[config.mk]
export PLATFORM = sky130hd
export DESIGN_NAME = channel_mixer
export DESIGN_NICKNAME = d
export VERILOG_FILES = /design/src/rtl/opl2_pkg.sv /design/src/rtl/channel_mixer_saturate.sv /design/src/rtl/channel_mixer.sv
export SDC_FILE = /design/constraint.sdc
export NUM_CORES = 1
export LEC_CHECK = 0
export CORE_MARGIN = 2
export CORE_UTILIZATION = 57
export DETAILED_ROUTE_END_ITERATION = 12
export PLACE_DENSITY = 0.81
export SLEW_MARGIN = 20
export SYNTH_ARGS = -nofsm -noshare
export SYNTH_HDL_FRONTEND = slang
export SYNTH_SLANG_ARGS = --single-unit
[constraint.sdc]
create_clock -name clk -period 3.5 [get_ports clk]
set_input_delay 0.875 -clock clk [delete_from_list [all_inputs] [get_ports clk]]
set_output_delay 0.875 -clock clk [all_outputs]
set_load 0.005 [all_outputs]
[src/rtl/opl2_pkg.sv]
// Shared types, widths and helpers for the OPL2 operator/mixer pipeline.
package opl2_pkg;

    localparam int OP_NUM_WIDTH               = 5;
    localparam int OP_OUT_WIDTH               = 13;
    localparam int NUM_OPERATORS              = 18;
    localparam int CHANNEL_MIXER_ACC_WIDTH    = 18;
    localparam int CHANNEL_MIXER_SAMPLE_WIDTH = 16;

    typedef struct packed {
        logic       valid;
        logic [7:0] address;
        logic [7:0] data;
    } opl2_reg_wr_t;

    typedef struct packed {
        logic                           valid;
        logic [OP_NUM_WIDTH-1:0]        op_num;
        logic signed [OP_OUT_WIDTH-1:0] op_out;
    } operator_out_t;

    typedef enum logic [1:0] {
        ACCUM,
        DRAIN,
        EMIT
    } channel_mixer_state_t;

    // Operators come in groups of six: three modulators then their three carriers.
    function automatic logic [3:0] op_num_to_channel(input logic [OP_NUM_WIDTH-1:0] op_num);
        logic [OP_NUM_WIDTH-1:0] slot;
        logic [OP_NUM_WIDTH-1:0] group;
        slot  = op_num % OP_NUM_WIDTH'(3);
        group = op_num / OP_NUM_WIDTH'(6);
        return 4'(slot + OP_NUM_WIDTH'(3) * group);
    endfunction

    function automatic logic op_is_modulator(input logic [OP_NUM_WIDTH-1:0] op_num);
        return (op_num % OP_NUM_WIDTH'(6)) < OP_NUM_WIDTH'(3);
    endfunction

endpackage

[src/rtl/channel_mixer_saturate.sv]
// Signed clamp from IN_WIDTH down to OUT_WIDTH bits.
module channel_mixer_saturate #(
    parameter int IN_WIDTH  = 19,
    parameter int OUT_WIDTH = 16
) (
    input  logic signed [IN_WIDTH-1:0]  data_in,
    output logic signed [OUT_WIDTH-1:0] data_out
);

    localparam int HEAD_WIDTH = IN_WIDTH - OUT_WIDTH + 1;

    logic [HEAD_WIDTH-1:0] head;

    assign head = data_in[IN_WIDTH-1:OUT_WIDTH-1];

    // In range exactly when every bit above the output sign bit copies it.
    always_comb begin
        data_out = data_in[OUT_WIDTH-1:0];
        if (head != {HEAD_WIDTH{1'b0}} && head != {HEAD_WIDTH{1'b1}}) begin
            data_out = data_in[IN_WIDTH-1] ? {1'b1, {(OUT_WIDTH-1){1'b0}}}
                                           : {1'b0, {(OUT_WIDTH-1){1'b1}}};
        end
    end

endmodule

[src/rtl/channel_mixer.sv]
// Mixes the time-multiplexed operator stream into one saturated sample per frame
// and hands it to the output stage over a valid/ready handshake.
module channel_mixer
    import opl2_pkg::*;
#(
    parameter int ACC_WIDTH    = CHANNEL_MIXER_ACC_WIDTH,
    parameter int GAIN_SHIFT   = 1,
    parameter int SAMPLE_WIDTH = CHANNEL_MIXER_SAMPLE_WIDTH
) (
    input  logic                           clk,
    input  logic                           reset,
    input  opl2_reg_wr_t                   opl2_reg_wr,
    input  logic                           ryt,
    input  operator_out_t                  operator_out,
    input  logic                           ops_done_pulse,
    output logic signed [SAMPLE_WIDTH-1:0] sample,
    output logic                           sample_valid,
    input  logic                           sample_ready,
    output logic                           overrun
);

    localparam int SCALED_WIDTH = ACC_WIDTH + GAIN_SHIFT;
    localparam logic [OP_NUM_WIDTH-1:0] LAST_OP        = OP_NUM_WIDTH'(NUM_OPERATORS - 1);
    localparam logic [OP_NUM_WIDTH-1:0] RHYTHM_BASE_OP = OP_NUM_WIDTH'(12);

    channel_mixer_state_t state, next_state;
    logic                        emit;
    logic [8:0]                  cnt;
    logic                        s1_valid;
    logic signed [ACC_WIDTH-1:0] s1_contrib;
    logic                        defer_valid;
    logic signed [ACC_WIDTH-1:0] defer_contrib;
    logic signed [ACC_WIDTH-1:0] acc;
    logic signed [ACC_WIDTH-1:0] op_ext;
    logic signed [ACC_WIDTH-1:0] contrib;
    logic signed [ACC_WIDTH-1:0] s1_term;
    logic signed [ACC_WIDTH-1:0] defer_term;
    logic signed [SCALED_WIDTH-1:0] scaled;
    logic signed [SAMPLE_WIDTH-1:0] saturated;
    logic                        unused_data;

    assign unused_data = ^opl2_reg_wr.data[7:1];

    always_ff @(posedge clk or negedge reset) begin
        if (!reset) begin
            cnt <= '0;
        end else if (opl2_reg_wr.valid && opl2_reg_wr.address[7:4] == 4'hC
                     && opl2_reg_wr.address[3:0] <= 4'd8) begin
            cnt[opl2_reg_wr.address[3:0]] <= opl2_reg_wr.data[0];
        end
    end

    assign op_ext = {{(ACC_WIDTH-OP_OUT_WIDTH){operator_out.op_out[OP_OUT_WIDTH-1]}},
                     operator_out.op_out};

    // Percussion operators bypass the connection bit; op12 is silenced in rhythm mode.
    always_comb begin
        contrib = '0;
        if (operator_out.op_num <= LAST_OP) begin
            if (ryt && operator_out.op_num >= RHYTHM_BASE_OP) begin
                if (operator_out.op_num != RHYTHM_BASE_OP) begin
                    contrib = op_ext <<< 1;
                end
            end else if (!op_is_modulator(operator_out.op_num)
                         || cnt[op_num_to_channel(operator_out.op_num)]) begin
                contrib = op_ext;
            end
        end
    end

    always_ff @(posedge clk or negedge reset) begin
        if (!reset) begin
            s1_valid   <= 1'b0;
            s1_contrib <= '0;
        end else begin
            s1_valid <= operator_out.valid;
            if (operator_out.valid) begin
                s1_contrib <= contrib;
            end
        end
    end

    assign s1_term    = s1_valid    ? s1_contrib    : '0;
    assign defer_term = defer_valid ? defer_contrib : '0;

    // A contribution arriving while the frame is cleared is parked for one cycle.
    always_ff @(posedge clk or negedge reset) begin
        if (!reset) begin
            acc           <= '0;
            defer_valid   <= 1'b0;
            defer_contrib <= '0;
        end else if (emit) begin
            acc           <= '0;
            defer_valid   <= s1_valid;
            defer_contrib <= s1_contrib;
        end else begin
            acc         <= acc + s1_term + defer_term;
            defer_valid <= 1'b0;
        end
    end

    always_ff @(posedge clk or negedge reset) begin
        if (!reset) begin
            state <= ACCUM;
        end else begin
            state <= next_state;
        end
    end

    always_comb begin
        next_state = state;
        emit       = 1'b0;
        case (state)
            ACCUM: if (ops_done_pulse) next_state = DRAIN;
            DRAIN: next_state = EMIT;
            EMIT: begin
                next_state = ACCUM;
                emit       = 1'b1;
            end
            default: next_state = ACCUM;
        endcase
    end

    assign scaled = SCALED_WIDTH'(acc) <<< GAIN_SHIFT;

    channel_mixer_saturate #(
        .IN_WIDTH (SCALED_WIDTH),
        .OUT_WIDTH(SAMPLE_WIDTH)
    ) u_saturate (
        .data_in (scaled),
        .data_out(saturated)
    );

    // A new sample replaces one still waiting downstream and flags the loss.
    always_ff @(posedge clk or negedge reset) begin
        if (!reset) begin
            sample       <= '0;
            sample_valid <= 1'b0;
            overrun      <= 1'b0;
        end else if (emit) begin
            sample       <= saturated;
            sample_valid <= 1'b1;
            if (sample_valid && !sample_ready) begin
                overrun <= 1'b1;
            end
        end else if (sample_valid && sample_ready) begin
            sample_valid <= 1'b0;
        end
    end

endmodule

==> results of run 1 <==
-- layer usage --
metal | GRT usage, % | vias up
met2 | 43.7 | 128
li1 | - | 1981
met1 | 31.7 | 2003
met4 | 6.73 | 0
met3 | 3.88 | 29
met5 | 0 | -
-- critical path, cell delays in order --
cell      delay [ns]
buf_6           0.07
nand2b_4        0.13
inv_4           0.04
ha_4            0.19
buf_6           0.14
or3_1           0.42
buf_4           0.16
a32o_2          0.26
nand4b_1        0.16
mux2i_2         0.27
fa_1            0.44
inv_1           0.07
ha_2            0.16
inv_2           0.03
fa_2            0.34
xor2_2          0.18
mux2_4          0.32
a22oi_2         0.15
and4_4          0.29
nor2_4          0.08
a221o_1         0.35
-- per-stage QoR --
step                      area [um2]  total power (W)  instances  hold slack (ns)
after global placement          5920          0.00267        685            0.450
final                           6420          0.00349        710            0.474
after floorplan                 5030          0.00220        500            0.437
after CTS                       6350          0.00349        709            0.475
after detailed placement        5920          0.00273        685            0.455
after global routing            6420          0.00375        710            0.491
-- cell type report --
type | instances | area, um2 | area share [%]
clock buffers | 10 | 138 | 2.15
clock inverters | 6 | 70.1 | 1.09
inverters | 12 | 50.0 | 0.780
multi-input cells | 387 | 3110 | 48.5
flip-flops and latches | 77 | 1930 | 30.0
well taps | 108 | 135 | 2.11
repair buffers | 110 | 985 | 15.3
-- how the worst max path moves through the flow --
stage                           startpoint              to  slack [ns]  depth (start not counted)
after floorplan           operator_out[15]  s1_contrib[10]       -1.83                         25
after global placement    operator_out[17]   s1_contrib[1]       -2.28                         23
after detailed placement  operator_out[17]   s1_contrib[1]       -2.41                         23
after CTS                 operator_out[17]   s1_contrib[7]       -1.36                         23
after global routing      operator_out[17]   s1_contrib[6]       -1.60                         24
final                     operator_out[17]   s1_contrib[9]       -1.41                         21
-- layout by cell type, fill, tap and decap left out, drive strengths merged, types with 4 or more instances in the layout --
cell           synthesis  final
nand2                 67     67
nand3b                 4      4
nor2b                  5      5
mux2                  10     10
mux2i                  5      5
nand2b                 8      8
nor3                  12     12
a221o                 26     26
a31oi                  6      6
nand3                  9      9
buf                    6     63
a21oi                 18     18
nor3b                  6      6
xnor2                 11     11
xor2                   7      7
clkbuf                19     10
a21o                  10     10
nor2                  31     32
inv                   12     14
ha                    23     23
o21ai                 15     15
fa                    20     20
and2                  46     46
dfrtp                 77     77
clkdlybuf4s50          0     45
-- cell usage after synthesis (3+ instances only) --
cell type / n
dfrtp_1: 77
nand2_1: 67
and2_1: 46
nor2_1: 31
a221o_1: 26
ha_1: 23
fa_1: 20
clkbuf_1: 19
a21oi_1: 18
o21ai_0: 15
nor3_1: 12
inv_1: 11
xnor2_1: 11
a21o_1: 10
mux2_2: 10
nand3_1: 9
nand2b_1: 8
xor2_1: 7
a31oi_1: 6
nor3b_1: 6
mux2i_1: 5
nand3b_1: 4
nor2b_1: 4
a22oi_1: 3
o2111ai_1: 3
o21bai_1: 3
o31ai_1: 3
or3_1: 3
-- report_power, final --
| group | internal, W | leakage (nW) | switching (W) |
|---|---|---|---|
| Sequential | 0.00116 | 0.993 | 0.000194 |
| Clock | 0.000354 | 0.0955 | 0.000346 |
| Combinational | 0.000775 | 1.95 | 0.000667 |
-- registers in the layout (all words and copies together), names as in the netlist, 2 cells and up --
name           flops
state              2
acc               18
s1_contrib        14
cnt                9
sample            16
defer_contrib     14
-- cells by family (layout without fill, tap and decap cells) --
family / count (synthesis) / in the layout
AOI/OAI and AO/OA: 105 / 105
xor gates and xnor gates: 18 / 18
adders and majority gates: 43 / 43
buffers and inverters: 37 / 138
DFF: 77 / 77
muxes: 17 / 17
and+or+nand+nor: 203 / 204
-- repair_timing --
item,4_1_cts,5_1_grt
gates resized for setup,58,10
setup buffers,7,1
pin swaps,24,24
endpoints found under the setup margin,14,17
cloned,1,0
==> results.cfg, run 1 <==
[detailed_routing]
drt_iter0_drc = 173
ant_nets = 0
vias = 4141
dr.pass1.iters = 5
wire_per_inst_um = 16.0
dr_wl_met3_um = 511
vias_per_cell = 5.83
wl_met1_mm = 4.86
wl_mm = 11.4
drc = 0
dr.max_layer_used = met4
dr_wl_met2_mm = 5.79

[final_layout]
fin_util_pct = 74.7
syn2layout_area_growth_pct = 28.8
drive_above_1_share_pct = 22.3
n_antenna_cell = 0
nets = 681
fillers = 598

[synth]
synth_xor_area_share_pct = 3.17
synth_cell_types = 59
synth_compound_area_share_pct = 16.4
yosysSeqAreaShare_pct = 38.7
synth_area_leaders = dfrtp_1 39%, fa_1 8.0%, and2_1 5.8%
synth_top_area_cell = dfrtp_1
synth-edff-count = 0
synth_flop_cell = dfrtp_1
synth_simple_gate_area_share_pct = 20.7
synth_top_family_by_area = simple AND/OR/NAND/NOR gates
ys_ff_latch = 77
synthArstFlopShare_pct = 100
synth.area.mux_share_pct = 4.17
synth_top_area_share_pct = 38.7
synthAdderAreaFrac_pct = 13.8
netlist_instances = 500
syn_area_um2 = 4980
avgSynthCellArea_um2 = 9.96
synth.net_count = 584
yosysWarningCount = 0

[timing]
grt_setup_unrepaired = yes
fmax_mhz = 204
finalSetupViolations = 14
tns_ns = -19.16
min_period_ns = 4.91
fin_skew_ns = 0.0171
hold_viol = 0
fin_crit_sh_pct = 140
relSlewSlack_pct = 29.9
drv_slew = 0
worst_slack_ns = -1.41
worst_pin_slew_ns = 1.05

[job]
timing.max_cap.violations = 0

[grt]
antenna_found_initial = 0
grt.overflow.total = 0
grt.total_usage_pct = 24.7
grt_pass1_wl_mm = 19.1
grt_max_degree = 78
grt_pass1_vias = 4068

[worst_setup_path]
r2r-end = acc[17]
cp.arrival_ns = 5.14
critPathLaunchType = primary input
crit_path_end_kind = register
critical_path.max_fanout = 6
crit_required_ns = 3.73
r2r_cells = 12
path_class = primary input to register
r2r_setup_slack_ns = 0.19
r2r_start = s1_valid

[floorplan]
io_pins = 59
die_w_um = 97.5
rows = 34
start_util_pct = 57.9
core_area_um2 = 8590
dieHeight_um = 97.5
die-area_um2 = 9500

[hold_path]
min_to = defer_contrib[12]
min-delay-start = defer_contrib[12]
hold_depth = 2
hold_class = register to register

[placement]
port-buffer-count = 51
gp_congestion = 0.908
dp.final_hpwl_mm = 8.26
post-place-ws_ns = -2.41

[cts]
cts-hold-fix-buffers = 0
insertion_delay_ns = 0.36
clk_path_buf_depth = 2
clk_pin_slew_ns = 0.08
root_buffer = clkbuf_8
cts_tree = yes
cts_made_buffers = 9
htreeDepth = 3
clock_sinks = 77

[pwr]
power_density_nw_per_um2 = 545
total_leakage_power_nw = 3.03
irDropWorstVdd_mv = 0.267

[status]
violations = setup timing
status = complete, but fails checks
(Power assumes the default switching activity.)
==> run 2: changes to the inputs <==
--- a/config.mk
+++ b/config.mk
@@ -8,6 +8,7 @@
 export CORE_MARGIN = 2
 export CORE_UTILIZATION = 57
 export DETAILED_ROUTE_END_ITERATION = 12
+export HOLD_SLACK_MARGIN = 0.05
 export PLACE_DENSITY = 0.81
 export SLEW_MARGIN = 20
 export SYNTH_ARGS = -nofsm -noshare
==> results of run 2 <==
Same layout as run 1: the final DEF is identical, and so are final timing and power.
